===== config.mk =====
export PLATFORM = sky130hd
export DESIGN_NAME = swizzle_cram_to_dram_pp
export DESIGN_NICKNAME = d
export VERILOG_FILES = /design/src/rtl/swizzle_cram_to_dram_pp.sv
export SDC_FILE = /design/constraint.sdc
export NUM_CORES = 2
export LEC_CHECK = 0
export ABC_AREA = 1
export CORE_MARGIN = 5
export CORE_UTILIZATION = 40
export DETAILED_ROUTE_END_ITERATION = 6
export PLACE_DENSITY_LB_ADDON = 0.3
export SYNTH_ARGS = -nofsm -noshare
export SYNTH_HDL_FRONTEND = slang
export SYNTH_SLANG_ARGS = --single-unit

===== constraint.sdc =====
create_clock -name clk -period 13.4 [get_ports clk]
set_input_delay 2.01 -clock clk [delete_from_list [all_inputs] [get_ports clk]]
set_output_delay 2.01 -clock clk [all_outputs]
set_load 0.01 [all_outputs]

===== src/rtl/swizzle_cram_to_dram_pp.sv =====
// swizzle_cram_to_dram_pp
//
// Takes bit-serial compute-RAM words and transposes each DWIDTH x DWIDTH tile
// through two ping-pong register buffers. The transposed tile is issued as
// sequential writes to the DRAM memory controller. A run-time bypass mode
// forwards words one-for-one through a single output register. Back-pressure
// works in both directions.
//
// Ports
//   clk               clock
//   reset             asynchronous, active-high reset
//   bypass_en         1 = passthrough, 0 = transpose; latched only while idle
//   clear             synchronous flush of buffers, pending output and address
//   data_valid        ram_data_in carries a word this cycle
//   data_ready        block accepts a word this cycle
//   ram_data_in       compute-RAM word (one bit-slice row)
//   mem_ctrl_ready    controller accepts a write this cycle
//   mem_ctrl_data_out write data
//   mem_ctrl_addr     write address; increments on each completed write
//   mem_ctrl_we       write valid
//   busy              a buffer is non-empty or a write is pending
module swizzle_cram_to_dram_pp #(
  parameter int unsigned DWIDTH     = 40,
  parameter int unsigned AWIDTH     = 9,
  parameter int unsigned START_ADDR = 0
) (
  input  logic              clk,
  input  logic              reset,
  input  logic              bypass_en,
  input  logic              clear,
  input  logic              data_valid,
  output logic              data_ready,
  input  logic [DWIDTH-1:0] ram_data_in,
  input  logic              mem_ctrl_ready,
  output logic [DWIDTH-1:0] mem_ctrl_data_out,
  output logic [AWIDTH-1:0] mem_ctrl_addr,
  output logic              mem_ctrl_we,
  output logic              busy
);

  localparam int unsigned       PW        = (DWIDTH > 1) ? $clog2(DWIDTH) : 1;
  localparam logic [PW-1:0]     LastRow   = PW'(DWIDTH - 1);
  localparam logic [AWIDTH-1:0] StartAddr = AWIDTH'(START_ADDR);

  typedef enum logic [1:0] {StEmpty, StFilling, StFull, StDraining} buf_state_e;

  buf_state_e        state_q [2];
  buf_state_e        state_d [2];
  logic [PW-1:0]     fill_ptr_q, fill_ptr_d;
  logic [PW-1:0]     drain_ptr_q, drain_ptr_d;
  logic              fill_sel_q, fill_sel_d;
  logic              mode_q, mode_d;  // 1 = bypass
  logic [DWIDTH-1:0] out_data_q, out_data_d;
  logic [AWIDTH-1:0] addr_q, addr_d;
  logic              we_q, we_d;

  // Tile storage; contents are only meaningful under the buffer state, so no reset.
  logic [DWIDTH-1:0] tile_q [2][DWIDTH];

  logic              write_done;
  logic              out_free;
  logic              accept;
  logic              drain_avail;
  logic              drain_sel;
  logic              drain_go;
  logic              drain_last;
  logic [DWIDTH-1:0] drain_word;

  // State register
  always_ff @(posedge clk or posedge reset) begin
    if (reset) begin
      state_q[0]  <= StEmpty;
      state_q[1]  <= StEmpty;
      fill_ptr_q  <= '0;
      drain_ptr_q <= '0;
      fill_sel_q  <= 1'b0;
      mode_q      <= 1'b0;
      out_data_q  <= '0;
      addr_q      <= StartAddr;
      we_q        <= 1'b0;
    end else begin
      state_q     <= state_d;
      fill_ptr_q  <= fill_ptr_d;
      drain_ptr_q <= drain_ptr_d;
      fill_sel_q  <= fill_sel_d;
      mode_q      <= mode_d;
      out_data_q  <= out_data_d;
      addr_q      <= addr_d;
      we_q        <= we_d;
    end
  end

  always_ff @(posedge clk) begin
    if (!mode_q && accept) begin
      tile_q[fill_sel_q][fill_ptr_q] <= ram_data_in;
    end
  end

  // Output / handshake decode
  always_comb begin
    write_done  = we_q & mem_ctrl_ready;
    out_free    = ~we_q | mem_ctrl_ready;
    drain_avail = 1'b1;
    drain_sel   = 1'b0;
    // A buffer already draining keeps the port; otherwise ping wins among FULL buffers.
    if (state_q[0] == StDraining) begin
      drain_sel = 1'b0;
    end else if (state_q[1] == StDraining) begin
      drain_sel = 1'b1;
    end else if (state_q[0] == StFull) begin
      drain_sel = 1'b0;
    end else if (state_q[1] == StFull) begin
      drain_sel = 1'b1;
    end else begin
      drain_avail = 1'b0;
    end
    drain_go   = ~mode_q & drain_avail & out_free;
    drain_last = drain_go & (drain_ptr_q == LastRow);

    if (mode_q) begin
      data_ready = out_free;
    end else begin
      // The fill buffer may be the one emitting its last word this cycle; it is
      // free at the same edge, so a new row 0 may be taken into it.
      data_ready = (state_q[fill_sel_q] == StEmpty) || (state_q[fill_sel_q] == StFilling) ||
                   (drain_last && (drain_sel == fill_sel_q));
    end
    accept = data_valid & data_ready;
    busy   = we_q | (state_q[0] != StEmpty) | (state_q[1] != StEmpty);
  end

  // Column drain_ptr of the selected tile: bit i comes from row i.
  always_comb begin
    drain_word = '0;
    for (int i = 0; i < DWIDTH; i++) begin
      drain_word[i] = tile_q[drain_sel][i][drain_ptr_q];
    end
  end

  // Next-state logic
  always_comb begin
    state_d     = state_q;
    fill_ptr_d  = fill_ptr_q;
    drain_ptr_d = drain_ptr_q;
    fill_sel_d  = fill_sel_q;
    mode_d      = mode_q;
    out_data_d  = out_data_q;
    addr_d      = addr_q;
    we_d        = we_q;

    if (write_done) begin
      we_d   = 1'b0;
      addr_d = addr_q + 1'b1;
    end

    if (!busy && !accept) begin
      mode_d = bypass_en;
    end

    if (mode_q) begin
      if (accept) begin
        out_data_d = ram_data_in;
        we_d       = 1'b1;
      end
    end else begin
      if (drain_go) begin
        out_data_d = drain_word;
        we_d       = 1'b1;
        if (drain_last) begin
          state_d[drain_sel] = StEmpty;
          drain_ptr_d        = '0;
        end else begin
          state_d[drain_sel] = StDraining;
          drain_ptr_d        = drain_ptr_q + 1'b1;
        end
      end
      // Applied after the drain so a refill of a just-emptied buffer wins.
      if (accept) begin
        if (fill_ptr_q == LastRow) begin
          state_d[fill_sel_q] = StFull;
          fill_ptr_d          = '0;
          fill_sel_d          = ~fill_sel_q;
        end else begin
          state_d[fill_sel_q] = StFilling;
          fill_ptr_d          = fill_ptr_q + 1'b1;
        end
      end
    end

    if (clear) begin
      state_d[0]  = StEmpty;
      state_d[1]  = StEmpty;
      fill_ptr_d  = '0;
      drain_ptr_d = '0;
      fill_sel_d  = 1'b0;
      out_data_d  = '0;
      we_d        = 1'b0;
      addr_d      = StartAddr;
    end
  end

  assign mem_ctrl_data_out = out_data_q;
  assign mem_ctrl_addr     = addr_q;
  assign mem_ctrl_we       = we_q;

endmodule


======== Word level (Yosys, flattened, before mapping) ========
Memories as Yosys holds them, arrays and structs flattened.
Index checks and enable logic that the tools add are counted.
cells by class
  $add $sub $neg .......................... 3
  order comparisons ....................... 7
  eq/ne operators ......................... 10
  mux-type cells .......................... 129
  bitwise operators ....................... 23
  reduce and logical (&&, ||, !) cells .... 23
operators with widths
  operator                                                     count
  two-way mux 1600 bit                                         1
  binary-select mux 1 bit (select 6 bit)                       40
  demux 40 bit (select 6 bit)                                  1
  two-way mux 40 bit                                           5
  two-way mux 1 bit                                            58
  two-way mux 6 bit                                            8
  two-way mux 4 bit                                            7
  two-way mux 9 bit                                            2
  adder 6 x 1 -> 6 bit (second input constant)                 2
  == test 6 bit (second input constant)                        2
  nonzero test 2 bit                                           6
  two-way mux 2 bit                                            5
  adder 9 x 1 -> 9 bit (second input constant)                 1
  == test 2 bit (second input constant)                        4
  greater-or-equal comparator 7 bit (second input constant)    1
  less-than comparator 6 x 7 -> 1 bit (second input constant)  1
  less-than comparator 7 x 1 -> 1 bit (second input constant)  1
  inverter 6 -> 7 bit                                          1
  logical AND 1 bit                                            6
  AND reduction 2 bit                                          3
  bitwise AND 1 bit                                            5
  bitwise AND 2 bit                                            2
  bitwise AND 4 bit                                            1
  demux 2 bit (select 1 bit)                                   2
  other kinds (18)                                             30
word-level totals
  flip-flop bits (word level) ............. 68
  RAM bits ................................ 3,200
  input bits .............................. 46
  output and inout bits ................... 52
  word-level logic and storage cells ...... 205
  memories kept ........................... 1
memory list
  memory  depth  width  rd ports  clocked after memory_dff  write ports  RTL line  source
  tile_q  2      1,600  1         0                         1            58        logic [DWIDTH-1:0] tile_q [2][DWIDTH];

======== Logic depth before layout (Yosys ltp) ========
  depth in word-level cells ............... 20
  depth in mapped cells ................... 18
  gate-level depth less buffers ........... 17

======== Worst setup path before layout ========
No wires, ideal clock.
  path type ............................... input to register
  start ................................... in mem_ctrl_ready
  end ..................................... mem tile_q[0][0] in the netlist's numbering (enable)
  library setup time ...................... 0.487 ns
  arrival time ............................ 6.051 ns
  data required time ...................... 12.913 ns
  slack ................................... 6.862 ns
  stages on the path ...................... 13
  buffers on the path ..................... 1
  cells stage by stage .................... inv_1 -> nand2_1 -> nand3_1 -> nor2_2 -> nand3_1 -> nand2_1 -> nand2_1 -> nand2_2 -> nand2_4 -> nor2_8 -> nand2_2 -> buf_4 -> nor3_1
between the ends
  word-level cells in the longest chain between the ends .. 10
ends and longest elaborated chain
  item                                          RTL line  source
  from (decl)                                   34        input logic mem_ctrl_ready,
  OR 1 bit *                                    102       out_free = ~we_q | mem_ctrl_ready;
  bitwise AND 1 bit                             117       drain_go = ~mode_q & drain_avail & out_free;
  bitwise AND 1 bit                             118       drain_last = drain_go & (drain_ptr_q == LastRow);
  logical AND 1 bit                             126       (drain_last && (drain_sel == fill_sel_q));
  logical OR 1 bit                              125       data_ready = (state_q[fill_sel_q] == StEmpty) || (state_q[fill_sel_q] == StFilling) ||
  two-way mux 1 bit *                           120       if (mode_q) begin
  via data_ready                                32        output logic data_ready,
  bitwise AND 1 bit *                           128       accept = data_valid & data_ready;
  logical AND 1 bit *                           94        if (!mode_q && accept) begin
  two-way mux 1 bit *                           94
  two-way mux 1600 bit (implied by the code) *  95        tile_q[fill_sel_q][fill_ptr_q] <= ram_data_in;
  to (decl)                                     58
Mark *: on every way through the listed nets, which the timed path passes. The rest lies on a longest branch.

======== Worst setup path in the final report ========
  start ................................... reg state_q[2] in the netlist's numbering
  end ..................................... reg out_data_q[38] (netlist: mem_ctrl_data_out[38])
between the ends
  word-level cells in the longest chain between the ends .. 13
  elaborated cells on any way between the ends .. 31
  classes of those cells .................. 5 x eq/ne; 15 x mux; 4 x bitwise; 6 x reduce/logical; 1 x memory
ends and longest elaborated chain
  item                                                                                 RTL line  source
  from (decl)                                                                          47        buf_state_e state_q [2];
  from (signal assigned)                                                               82        state_q <= state_d;
  parallel branches: the longest is 13 deep, another holds memory read (2 x 1600 bit)  -
  to (signal assigned)                                                                 87        out_data_q <= out_data_d;
  to (decl)                                                                            53        logic [DWIDTH-1:0] out_data_q, out_data_d;
Several ways; the timed one is not identified. The select of a mux whose other input is x is not followed.
A chain may end at the register's enable or synchronous reset.

==> results.sh <==
export IMPL_reg2reg_slack_ns=6.81
export IMPL_grt_setup_unrepaired="no"
export IMPL_endpoint_kind="register"
export IMPL_ctsResizeCount=0
export IMPL_gp_congestion=0.828
export IMPL_drc=0
export IMPL_initial_utilization_pct=40.2
export IMPL_grt_max_degree=187
export IMPL_hold_depth=2
export IMPL_holdBufCountCts=0
export IMPL_max_slew_margin_pct=11.5
export IMPL_irDropWorstVdd_mv=0.100
export IMPL_switchingPower_mw=4.75
export IMPL_syn2layout_area_growth_pct=12.1
export IMPL_synthDominantCellAreaShare_pct=71.5
export IMPL_drt_iter0_drc=13423
export IMPL_antenna_found_initial=48
export IMPL_min_delay_start="mem_ctrl_data_out[10]"
export IMPL_die_y_um=590
export IMPL_cts_sinks=3268
export IMPL_worstPathRequired_ns=14.18
export IMPL_worst_pin_slew_ns=1.32
export IMPL_synth_nets=11681
export IMPL_power_density_nw_per_um2=143
export IMPL_place_hpwl_um=211000
export IMPL_crit_fanout=96
export IMPL_setup_viol=0
export IMPL_status="finished clean"
export IMPL_synth_top_area_cell="edfxtp_1"
export IMPL_fmax_mhz=152
export IMPL_overflow=0
export IMPL_track_usage_pct=24.4
export IMPL_seqPwrFrac_pct=53.1
export IMPL_htree_num_levels=5
export IMPL_hold_end="mem_ctrl_data_out[10]"
export IMPL_finalClockSkew_ns=0.0477
export IMPL_worstSetupPathType="reg2reg"
export IMPL_rows=212
export IMPL_die_area_um2=348000
export IMPL_drt_wl_total_um=438000
export IMPL_grt_pass1_wl_um=627000
export IMPL_switching_share_pct=22.1
export IMPL_nNetsFinal=11572
export IMPL_clock_path_buffers=4
export IMPL_numCtsBuffers=333
export IMPL_power_leakage_nw=53.8
export IMPL_ys_types=37
export IMPL_r2r_end="mem_ctrl_data_out[38]"
export IMPL_tns_ns=0
export IMPL_core_area_um2=334000
export IMPL_wl_per_cell_um=27.0
export IMPL_ant_nets=0
export IMPL_syn_inst=11632
export IMPL_via_per_inst=5.78
export IMPL_ys_seq_elements=3268
export IMPL_vias=93585
export IMPL_p_clk_share_pct=42.5
export IMPL_post_cts_buffers=0
export IMPL_grt_pass1_vias=89247
export IMPL_io_buffers=97
export IMPL_drive_gt1_share_pct=7.36
export IMPL_holdWs_ns=0.479
export IMPL_final_cell_mix="3381 x nand2_1, 3200 x edfxtp_1, 3021 x nand3_1"
export IMPL_syn_avg_cell_area_um2=11.5
export IMPL_worstSetupStartpointType="register"
export IMPL_yosysSeqAreaShare_pct=72.8
export IMPL_synthTopCellsByArea="edfxtp_1 72%, nand3_1 11%, nand2_1 9.5%, nor2_1 1.3%, dfrtp_1 1.3%"
export IMPL_rr_worst_depth=20
export IMPL_final_common_cell="nand2_1"
export IMPL_total_power_mw=21.5
export IMPL_die_x_um=590
export IMPL_timing_final_crit_period_ns=6.59
export IMPL_critPathArrivalTime_ns=7.36
export IMPL_internal_power_mw=16.8
export IMPL_hold_violations=0
export IMPL_cts_tree="done"
export IMPL_clock_latency_ns=0.87
export IMPL_ctsRootBufferMaster="clkbuf_16"
export IMPL_io_pins=98
export IMPL_synth_area_um2=134000
export IMPL_final_util_pct=45.1
export IMPL_hold_class="reg2reg"
export IMPL_fin_crit_sh_pct=49.2
export IMPL_drv_cap=0
export IMPL_slew_violations=0
export IMPL_pwr_share_comb_pct=4.4
export IMPL_clk_pin_slew_ns=0.06
export IMPL_synth_warning_count=0
export IMPL_firstDrtPassIters=6
export IMPL_rr_startpoint="state_q[2]"
## synth_stat cells, drive strengths merged
library cell	count
nand2	3388
edfxtp	3200
nand3	3030
nor2	466
clkbuf	429
buf	367
inv	333
nor3	89
a21oi	81
a31oi	70
dfrtp	68
nand3b	44
and3	22
o21ai	18
clkinv	5
o22ai	4
xor2	4
ha	3
nand4	3
a211oi	2
a21o	2
nor4	2
nor3b	1
o21bai	1
## cells by family after synthesis
group,after synthesis,synth area share (%)
AOI/OAI and AO/OA,178,0.741
xor gates and xnor gates,4,0.0261
adders and majority gates,3,0.0279
buffers and inverters,1134,3.42
DFF,3268,72.8
and+or+nand+nor,7045,23.0
## cell type report
| cell class | count | area [µm²] |
|---|---|---|
| Clock buffer | 419 | 8880 |
| Clock inverter | 174 | 1660 |
| Multi-Input combinational cell | 7230 | 32500 |
| Antenna cell | 11 | 27.5 |
| Fill cell | 29807 | 183000 |
| Inverter | 338 | 1300 |
| Tap cell | 4387 | 5490 |
| Timing Repair Buffer | 352 | 2890 |
| Sequential cell | 3268 | 97800 |
## critical path, stage by stage, from the launching register on
cell and delay [ns]:
dfrtp_1 0.37, inv_1 0.07, nand2_1 0.22, nand2_8 0.43, nand2_4 0.84, buf_4 0.91, buf_4 0.95, buf_4 0.73
buf_4 0.77, nand2_1 0.11, nand3_1 0.10, nand2_1 0.06, nor2_1 0.13, nand2_1 0.06, inv_1 0.06, nand2_1 0.05
nand3_1 0.09, nand3_1 0.13, nand2_1 0.11, nand2_1 0.05, nand2_1 0.05
## layer usage
layer	vias up	GRT usage [%]	share of wire, %
li1	40672	-	-
met1	46320	33.1	38
met2	5704	39.7	46
met3	881	3.70	11
met4	8	9.48	4.4
met5	-	0	0.011
## power by group through the flow
stage	registers [mW]	clock network (mW)	logic (mW)
2_1_floorplan	11.6	0	0.248
3_3_place_gp	11.6	0	0.921
3_5_place_dp	11.6	0	0.928
4_1_cts	11.4	9.23	0.931
5_1_grt	11.4	9.66	0.969
6_report	11.4	9.14	0.945
## state kept, by name, summed over array words and instances, names as in the netlist
| signal | cells |
|---|---|
| mem_ctrl_addr | 9 |
| fill_ptr_q | 6 |
| tile_q | 3200 |
| fill_sel_q | 1 |
| mem_ctrl_data_out | 40 |
| drain_ptr_q | 6 |
| state_q | 4 |
| mem_ctrl_we | 1 |
| mode_q | 1 |
## stage by stage
stage	std cells	instance area (µm²)	setup slack [ns]
floorplan	11632	134000	6.86
global placement	15575	140000	6.96
detailed placement	15575	140000	6.92
CTS	16168	151000	6.88
global route	16169	151000	6.36
finish	16179	151000	6.81
## how the worst max path moves through the flow
| stage | to | slack (ns) | cells past startpoint | startpoint |
|---|---|---|---|---|
| after floorplan | tile_q[0][0] | 6.86 | 13 | mem_ctrl_ready |
| after global placement | mem_ctrl_data_out[39] | 6.96 | 19 | state_q[0] |
| after detailed placement | mem_ctrl_data_out[38] | 6.92 | 19 | state_q[0] |
| after CTS | mem_ctrl_data_out[38] | 6.88 | 19 | state_q[0] |
| after global routing | mem_ctrl_data_out[38] | 6.36 | 20 | state_q[2] |
| final | mem_ctrl_data_out[38] | 6.81 | 20 | state_q[2] |
(Power assumes the default switching activity.)
